File: config.mk
export PLATFORM = sky130hd
export DESIGN_NAME = mem_wb_writeback
export DESIGN_NICKNAME = d
export VERILOG_FILES = /design/src/rtl/mem_wb_writeback.sv
export SDC_FILE = /design/constraint.sdc
export NUM_CORES = 1
export LEC_CHECK = 0
export BUFFER_PORTS_ARGS = -buffer_cell sky130_fd_sc_hd__buf_2
export CAP_MARGIN = 25
export CORE_ASPECT_RATIO = 0.9
export CORE_MARGIN = 4
export CORE_UTILIZATION = 50
export CTS_CLUSTER_SIZE = 10
export DETAILED_ROUTE_END_ITERATION = 12
export GPL_ROUTABILITY_DRIVEN = 0
export PLACE_DENSITY = 0.8
export SYNTH_ARGS = -nofsm -noshare
export SYNTH_HDL_FRONTEND = slang
export SYNTH_SLANG_ARGS = --single-unit
export TNS_END_PERCENT = 20
File: constraint.sdc
create_clock -name CLK -period 2.6 [get_ports CLK]
set_input_delay 0 -clock CLK [delete_from_list [all_inputs] [get_ports CLK]]
set_output_delay 0 -clock CLK [all_outputs]
set_load 0.05 [all_outputs]
File: src/rtl/mem_wb_writeback.sv
// mem_wb_writeback: MEM/WB stage driving the register-file write port.
// Non-loads retire next cycle; loads wait for DMEM_Rvalid, then align/extend.
module mem_wb_writeback #(
    parameter int LOAD_TIMEOUT = 16,
    parameter int TMO_W        = 5
) (
    input  logic        CLK,
    input  logic        RST_N,
    input  logic        EX_Valid,
    input  logic        EX_Reg_Write,
    input  logic        EX_Is_Load,
    input  logic [2:0]  EX_Funct3,
    input  logic [1:0]  EX_Addr_Lo,
    input  logic [4:0]  EX_RD_Addr,
    input  logic [31:0] EX_Result,
    input  logic        EX_IRQ,
    input  logic [31:0] DMEM_Rdata,
    input  logic        DMEM_Rvalid,
    output logic [4:0]  RD_Write_Addr,
    output logic [31:0] RD_Write_Data,
    output logic        Reg_Write_Enable__EX_MEM,
    output logic        WB_Ctrl__IRQ,
    output logic        MEM_WB_Freeze,
    output logic        Load_Fault
);

    typedef enum logic {IDLE, WAIT_LOAD} state_t;

    state_t           state, state_nxt;
    logic [TMO_W-1:0] cnt, cnt_nxt;
    logic [4:0]       ld_rd, ld_rd_nxt;
    logic [2:0]       ld_f3, ld_f3_nxt;
    logic [1:0]       ld_lo, ld_lo_nxt;
    logic             ld_irq, ld_irq_nxt;
    logic             ld_we, ld_we_nxt;
    logic [4:0]       addr_nxt;
    logic [31:0]      data_nxt;
    logic             we_nxt, irq_nxt, fault_nxt;
    logic             ld_bad, rd_we;
    logic [7:0]       ld_b;
    logic [15:0]      ld_h;
    logic [31:0]      ld_data;

    localparam logic [TMO_W-1:0] TMO_LAST = TMO_W'(LOAD_TIMEOUT - 1);

    assign MEM_WB_Freeze = (state == WAIT_LOAD);
    assign rd_we         = EX_Reg_Write && (EX_RD_Addr != 5'd0);

    always_comb begin
        ld_bad = 1'b0;
        unique case (EX_Funct3)
            3'b000, 3'b100: ld_bad = 1'b0;
            3'b001, 3'b101: ld_bad = EX_Addr_Lo[0];
            3'b010:         ld_bad = |EX_Addr_Lo;
            default:        ld_bad = 1'b1;
        endcase
    end

    always_comb begin
        ld_b = DMEM_Rdata[7:0];
        unique case (ld_lo)
            2'd0: ld_b = DMEM_Rdata[7:0];
            2'd1: ld_b = DMEM_Rdata[15:8];
            2'd2: ld_b = DMEM_Rdata[23:16];
            2'd3: ld_b = DMEM_Rdata[31:24];
        endcase
        ld_h = ld_lo[1] ? DMEM_Rdata[31:16] : DMEM_Rdata[15:0];
        ld_data = DMEM_Rdata;
        unique case (ld_f3)
            3'b000:  ld_data = {{24{ld_b[7]}}, ld_b};
            3'b001:  ld_data = {{16{ld_h[15]}}, ld_h};
            3'b100:  ld_data = {24'd0, ld_b};
            3'b101:  ld_data = {16'd0, ld_h};
            default: ld_data = DMEM_Rdata;
        endcase
    end

    always_comb begin
        state_nxt  = state;
        cnt_nxt    = cnt;
        ld_rd_nxt  = ld_rd;
        ld_f3_nxt  = ld_f3;
        ld_lo_nxt  = ld_lo;
        ld_irq_nxt = ld_irq;
        ld_we_nxt  = ld_we;
        addr_nxt   = RD_Write_Addr;
        data_nxt   = RD_Write_Data;
        irq_nxt    = WB_Ctrl__IRQ;
        we_nxt     = 1'b0;
        fault_nxt  = 1'b0;
        unique case (state)
            IDLE: begin
                if (EX_Valid && !EX_Is_Load) begin
                    if (rd_we) begin
                        we_nxt   = 1'b1;
                        addr_nxt = EX_RD_Addr;
                        data_nxt = EX_Result;
                        irq_nxt  = EX_IRQ;
                    end
                end else if (EX_Valid && ld_bad) begin
                    fault_nxt = 1'b1;
                end else if (EX_Valid) begin
                    state_nxt  = WAIT_LOAD;
                    cnt_nxt    = '0;
                    ld_rd_nxt  = EX_RD_Addr;
                    ld_f3_nxt  = EX_Funct3;
                    ld_lo_nxt  = EX_Addr_Lo;
                    ld_irq_nxt = EX_IRQ;
                    ld_we_nxt  = rd_we;
                end
            end
            WAIT_LOAD: begin
                cnt_nxt = cnt + 1'b1;
                // Rvalid takes priority over an expiring timeout
                if (DMEM_Rvalid) begin
                    state_nxt = IDLE;
                    if (ld_we) begin
                        we_nxt   = 1'b1;
                        addr_nxt = ld_rd;
                        data_nxt = ld_data;
                        irq_nxt  = ld_irq;
                    end
                end else if (cnt == TMO_LAST) begin
                    state_nxt = IDLE;
                    fault_nxt = 1'b1;
                end
            end
            default: state_nxt = IDLE;
        endcase
    end

    always_ff @(posedge CLK or negedge RST_N) begin
        if (!RST_N) begin
            state                    <= IDLE;
            cnt                      <= '0;
            ld_rd                    <= '0;
            ld_f3                    <= '0;
            ld_lo                    <= '0;
            ld_irq                   <= 1'b0;
            ld_we                    <= 1'b0;
            RD_Write_Addr            <= '0;
            RD_Write_Data            <= '0;
            WB_Ctrl__IRQ             <= 1'b0;
            Reg_Write_Enable__EX_MEM <= 1'b0;
            Load_Fault               <= 1'b0;
        end else begin
            state                    <= state_nxt;
            cnt                      <= cnt_nxt;
            ld_rd                    <= ld_rd_nxt;
            ld_f3                    <= ld_f3_nxt;
            ld_lo                    <= ld_lo_nxt;
            ld_irq                   <= ld_irq_nxt;
            ld_we                    <= ld_we_nxt;
            RD_Write_Addr            <= addr_nxt;
            RD_Write_Data            <= data_nxt;
            WB_Ctrl__IRQ             <= irq_nxt;
            Reg_Write_Enable__EX_MEM <= we_nxt;
            Load_Fault               <= fault_nxt;
        end
    end

endmodule

==> results of run 1 <==
sequential cells by signal, indices dropped and copies added (netlist names):
register	flops
RD_Write_Data	32
RD_Write_Addr	5
cnt	5
ld_rd	5
ld_f3	3
ld_lo	2
Load_Fault	1
MEM_WB_Freeze	1
Reg_Write_Enable__EX_MEM	1
WB_Ctrl__IRQ	1
ld_irq	1
ld_we	1
worst register-to-register path: stages, from the launching register on:
cell and delay (ns):
dfrtp_1 0.63, mux2_1 0.41, mux2_2 0.29, a222oi_1 0.30
dlygate4sd3_1 0.61, mux2i_1 0.07
power by group through the flow:
stage | clock network, mW | registers (mW) | logic (mW)
global placement | 0 | 1.37 | 1.87
CTS | 0.807 | 1.37 | 1.97
detailed placement | 0 | 1.39 | 1.90
floorplan | 0 | 2.06 | 0.758
finish | 0.795 | 1.38 | 1.98
global route | 0.864 | 1.42 | 2.10
how the worst max path moves through the flow:
stage,startpoint,to,slack [ns],cells after the start
6_report,ld_lo[1]$_DFFE_PN0P_,RD_Write_Data[6]$_DFFE_PN0P_,0.17,5
2_1_floorplan,MEM_WB_Freeze$_DFF_PN0_,RD_Write_Data[10]$_DFFE_PN0P_,0.73,5
3_3_place_gp,ld_f3[0]$_DFFE_PN0P_,RD_Write_Data[5]$_DFFE_PN0P_,0.61,4
3_5_place_dp,ld_lo[1]$_DFFE_PN0P_,RD_Write_Data[0]$_DFFE_PN0P_,0.53,5
5_1_grt,ld_lo[1]$_DFFE_PN0P_,RD_Write_Data[6]$_DFFE_PN0P_,0.06,6
4_1_cts,ld_lo[1]$_DFFE_PN0P_,RD_Write_Data[6]$_DFFE_PN0P_,0.04,6
layer usage:
metal	vias up	routed length (µm)
met4	0	208
met3	22	901
met5	-	0
met1	1625	4400
met2	170	4840
li1	1613	-
through the flow:
stage | hold slack [ns] | utilization | instances | worst slack [ns]
global placement | 0.184 | 0.613 | 539 | 0.611
finish | -0.00283 | 0.705 | 597 | 0.172
detailed placement | 0.197 | 0.613 | 539 | 0.527
CTS | 0.00324 | 0.701 | 595 | 0.0402
floorplan | -0.296 | - | 349 | 0.734
global route | 0.0251 | 0.705 | 597 | 0.0611
layout by cell type, fill, tap and decap left out, types with 5 or more instances in the layout:
cell type	netlist	routed
a2bb2oi_1	6	6
clkbuf_8	0	9
mux2i_1	17	17
dlygate4sd3_1	0	41
nor2b_1	6	5
nand3_1	29	29
a211oi_1	18	17
o21ai_0	6	6
o21ai_1	6	6
buf_4	2	10
inv_1	9	9
nand2_1	36	36
nor2_1	22	22
dfrtp_1	58	57
a221o_1	7	7
mux2_1	6	6
mux2_2	16	16
o31ai_1	20	19
buf_2	7	121
o22ai_1	7	7
area by class of cell:
cell class	instances	area, µm²
fillers	502	1950
repair buffers	172	1090
well taps	90	113
inverters	10	37.5
clock buffers	10	128
diodes	1	2.50
clock inverters	6	57.6
multi-input cells	250	1790
flip-flops and latches	58	1450
repair_timing:
action	4_1_cts	5_1_grt
hold buffers	40	1
gates resized for setup	0	3
endpoints found under the hold margin	81	1
buffers inserted	0	0
setup endpoints to repair	0	1
cell families after synthesis:
family | after synthesis | synth area share
AOI/OAI and AO/OA | 92 | 0.204
muxes | 43 | 0.142
buffers and inverters | 41 | 0.0564
xor gates and xnor gates | 1 | 0.00256
adders and majority gates | 2 | 0.00732
and+or+nand+nor | 112 | 0.163
DFF | 58 | 0.425
==> qor.txt, run 1 <==
max-cap viol count = 0
# clock sinks = 58
initial DRC count = 295
starting density of the core = 0.516
vias in the first global route = 3327
Critical Path AT = 2.64 ns
power share of the clock group = 0.191
Synth area leaders = dfrtp_1 42%, mux2_2 5.3%, mux2i_1 5.0%
sw frac = 0.457
#FFs+latches synth = 58
H-tree Lvls = 3
pwr dens = 890 nW/µm²
grt ovf = 0
reg2reg end = RD_Write_Data[6]$_DFFE_PN0P_
CP delay by family, top = multiplexers
Final Skew = 0.0100 ns
outcome = finished, violations left
DRT Pass-1 Iters = 5
Vias = 3430
Final setup viols = 0
met2 layer usage reported by global route = 0.401
# port buffers = 121
critical path type = reg -> reg
Wirelength per Cell = 17.3 µm
DR vias/cell = 5.75
# IOs = 122
Nets = 584
count leader, synth = dfrtp_1
# DRC = 0
Mapped Nets = 432
Reg clk slew, reported paths = 0.07 ns
yosys warns = 0
setup_tns = 0 ns
cells after synthesis = 349
GR Util met1 = 0.353
CP bufs+invs = 1
antenna viol nets, final = 0
reg2reg setup slack = 0.17 ns
M3 GR Usage = 0.0503
Routed Wire Length = 10.4 mm
FF-to-FF path depth = 5
Worst Setup Start Kind = flip-flop
Gate power share = 0.476
max incr delay on CP = 0.63 ns
failing checks = negative hold slack
Synth Area per Inst = 9.79 µm²
Crit-path slowest cell = dfrtp_1
layout cells sized above 1 = 0.348
TritonCTS buffer count = 9
minimum clock period = 2.43 ns
worst r2r src = ld_lo[1]$_DFFE_PN0P_
Worst-Skew Late Latency = 0.34 ns
Switch Pwr = 1.90 mW
most used routing layer = met2
Yosys top cell by area = dfrtp_1
Finished Cell Area = 4670 µm²
P_int = 2.25 mW
Rel. slew slack = 0.364
Tot GR Track Use = 0.258
final hold violation count = 1
hold path start = DMEM_Rdata[0]
Leak Pwr = 2.21 nW
Die Y = 86.4 µm
largest net degree at the start of global routing = 52
Top FF cell, synth = dfrtp_1
Slew Viols, Final = 0
CP Cell Sequence = mux2_1, mux2_2, a222oi_1, dlygate4sd3_1, mux2i_1
fmax = 412 MHz
hpwl dp = 7.38 mm
Seq/Total Area, Yosys = 0.425
WP data required = 2.81 ns
core box area = 6620 µm²
crit path capture type = flip-flop
Worst-Margin Slew = 0.950 ns
RSZ-0062 raised after global routing = false
die area = 8220 µm²
VDD IR max = 0.000532 V
placed inst area = 4060 µm²
share of the synthesized area in the top cell type = 0.425
HP Class = in -> reg
worst hold stages = 3
row cnt = 28
maximum clock path buffer count = 2
clk root buf = clkbuf_8
initial antenna violation count = 1
Chip Width = 95.1 µm
commonest cells in the netlist = 58 x dfrtp_1, 36 x nand2_1, 29 x nand3_1
Synth cell types = 48
first-pass GRT wire length = 16.4 mm
Post-synth ARST share = 1.00
Netlist Area Pre-Place = 3420 µm²
Power, Total = 4.15 mW
Sequential Power Share = 0.332
period utilisation layout = 0.934
TritonCTS clock tree = yes
EDFF count, synth = 0
Layout area overhead = 36.6%
crit path max fanout = 12
hold slack = -0.00283 ns
hold endpoint = RD_Write_Data[0]$_DFFE_PN0P_
Power figures use the tool's default switching activity.
==> run 2: changes to the inputs <==
--- a/config.mk
+++ b/config.mk
@@ -13,7 +13,8 @@
 export CTS_CLUSTER_SIZE = 10
 export DETAILED_ROUTE_END_ITERATION = 12
 export GPL_ROUTABILITY_DRIVEN = 0
-export PLACE_DENSITY = 0.8
+export MAX_ROUTING_LAYER = met4
+export PLACE_DENSITY = 0.84
 export SYNTH_ARGS = -nofsm -noshare
 export SYNTH_HDL_FRONTEND = slang
 export SYNTH_SLANG_ARGS = --single-unit
==> run 2 against run 1 <==
Effect of this change: the run now ends clean; first-iteration DRC count grew 10%; fmax grew 0.11%; sequential share of layout area is essentially flat; worst hold slack gained 0.018 ns; cell area grew 0.19%; clock-buffer cell count grew 4.
==> qor.txt, run 2 (synthesis results as in run 1) <==
WP data required = 2.87 ns (+0.06 ns)
final hold violation count = 0 (-1)
Gate power share = 0.461 (-0.015)
initial antenna violation count = 0 (-1)
crit path capture type = flip-flop
Critical Path AT = 2.70 ns (+0.06 ns)
met2 WL = 5.02 mm (+3.6%)
sw frac = 0.451 (-0.00654)
Leak Pwr = 2.21 nW (+0.33%)
Worst Setup Start Kind = flip-flop
HP Class = in -> reg
H-tree Lvls = 3 (unchanged)
Reg clk slew, reported paths = 0.07 ns (about the same)
layout cells sized above 1 = 0.342 (-0.00593)
die area = 8220 µm² (unchanged)
met3 wire len = 929 µm (+3.1%)
core box area = 6620 µm² (unchanged)
power share of the clock group = 0.207 (+0.016)
WL met1 = 4.50 mm (+2.2%)
ant diodes = 0 (-1)
Layout area overhead = 36.8%
Final Skew = 0.0129 ns (+0.00281 ns)
Vias = 3454 (+0.70%)
Wirelength per Cell = 18.0 µm (+3.5%)
P_int = 2.34 mW (+3.7%)
maximum clock path buffer count = 2 (unchanged)
TritonCTS clock tree = yes
Finished Cell Area = 4680 µm² (+0.19%)
placed inst area = 4060 µm² (unchanged)
fmax = 412 MHz (+0.11%)
pwr dens = 910 nW/µm² (+2.3%)
Highest Signal Layer = met4
hpwl dp = 7.35 mm (-0.35%)
Die Y = 86.4 µm (unchanged)
Chip Width = 95.1 µm (unchanged)
# clock sinks = 58 (unchanged)
first-pass GRT wire length = 16.8 mm (+2.3%)
# port buffers = 121 (unchanged)
commonest non-fill, non-tap cell in the layout = buf_2
clk root buf = clkbuf_8
minimum clock period = 2.43 ns (-0.00261 ns)
max-cap viol count = 0 (unchanged)
largest net degree at the start of global routing = 45 (-13%)
final core utilization = 0.706 (+0.00132)
Post-CTS Setup Bufs = 0 (unchanged)
DR vias/cell = 5.80 (+0.87%)
RSZ-0062 raised after global routing = false
TritonCTS buffer count = 9 (unchanged)
count of non-filler cells in the finished layout = 596 (-0.17%)
Rel. slew slack = 0.305 (-0.0596)
row cnt = 28 (unchanged)
setup_tns = 0 ns (unchanged)
DRT Pass-1 Iters = 4 (-1)
# DRC = 0 (unchanged)
Final setup viols = 0 (unchanged)
critical path type = reg -> reg
Worst-Margin Slew = 1.04 ns (+0.0890 ns)
vias in the first global route = 3340 (+0.39%)
Tot GR Track Use = 0.270 (+0.0122)
Slew Viols, Final = 0 (unchanged)
Sequential Power Share = 0.332 (about the same)
starting density of the core = 0.516 (unchanged)
grt ovf = 0 (unchanged)
outcome = finished, final reports clean
crit path max fanout = 23 (+11)
# IOs = 122 (unchanged)
Switch Pwr = 1.92 mW (+1.0%)
VDD IR max = 0.000662 V (+25%)
initial DRC count = 325 (+10%)
max reg flops = 32 (unchanged)
Nets = 584 (unchanged)
Routed Wire Length = 10.7 mm (+3.3%)
Worst-Skew Late Latency = 0.34 ns (about the same)
Placed Cells = 539 (unchanged)
period utilisation layout = 0.933 (-0.00101)
antenna viol nets, final = 0 (unchanged)
Top reg by flops = RD_Write_Data
most frequent cells in the layout = 121 x buf_2, 56 x dfrtp_1, 41 x dlygate4sd3_1
[run 2: final timing paths]
path / startpoint / to / slack, ns / cells past startpoint
setup / recovery: ld_lo[1]$_DFFE_PN0P_ / RD_Write_Data[8]$_DFFE_PN0P_ / 0.17 / 6
hold / removal: EX_Result[6] / RD_Write_Data[6]$_DFFE_PN0P_ / 0.02 / 3
setup reg to reg: ld_lo[1]$_DFFE_PN0P_ / RD_Write_Data[8]$_DFFE_PN0P_ / 0.17 / 6
hold reg to reg: cnt[4]$_DFFE_PN0P_ / cnt[4]$_DFFE_PN0P_ / 0.49 / 1
max in group asynchronous: RST_N / RD_Write_Addr[4]$_DFFE_PN0P_ / 1.54 / 3
min in group asynchronous: RST_N / RD_Write_Data[22]$_DFFE_PN0P_ / 0.34 / 2
[run 2: routing by layer]
metal | up-vias | track usage
li1 | 1601 | -
met1 | 1642 | 0.359
met2 | 182 | 0.413
met3 | 29 | 0.0417
met4 | 0 | 0.114
met5 | - | -
[run 2: repair_timing]
action / CTS / global route
gates resized for setup: 0 / 1
hold endpoints to repair: 80 / 0
setup endpoints to repair: 0 / 3
hold buffers: 41 / 0
[run 2: worst max-delay path, cell delays in order, from the launching register on]
cell           delay [ns]
dfrtp_2              0.57
or2_2                0.34
o22ai_1              0.13
buf_4                0.27
a221oi_1             0.12
o311ai_1             0.31
dlygate4sd3_1        0.61
[run 2: power by group through the flow]
stage / Combinational, mW / Clock (mW) / Sequential [mW]
floorplan: 0.758 / 0 / 2.06
global placement: 1.85 / 0 / 1.40
detailed placement: 1.88 / 0 / 1.42
CTS: 1.95 / 0.894 / 1.40
global route: 2.09 / 0.938 / 1.45
finish: 1.96 / 0.882 / 1.41
[run 2: cell type report]
type | count | area (µm²)
Fill cell | 504 | 1950
Timing Repair Buffer | 172 | 1090
Sequential cell | 58 | 1450
Clock inverter | 2 | 35.0
Inverter | 10 | 37.5
Clock buffer | 14 | 173
Tap cell | 90 | 113
Multi-Input combinational cell | 250 | 1770
[run 2: stage by stage]
step	hold WS, ns	power (mW)	setup WS (ns)
5_1_grt	0.0223	4.47	0.0775
3_5_place_dp	0.201	3.30	0.289
4_1_cts	0.00266	4.25	0.0768
2_1_floorplan	-0.296	2.81	0.734
6_report	0.0156	4.26	0.175
3_3_place_gp	0.183	3.25	0.413
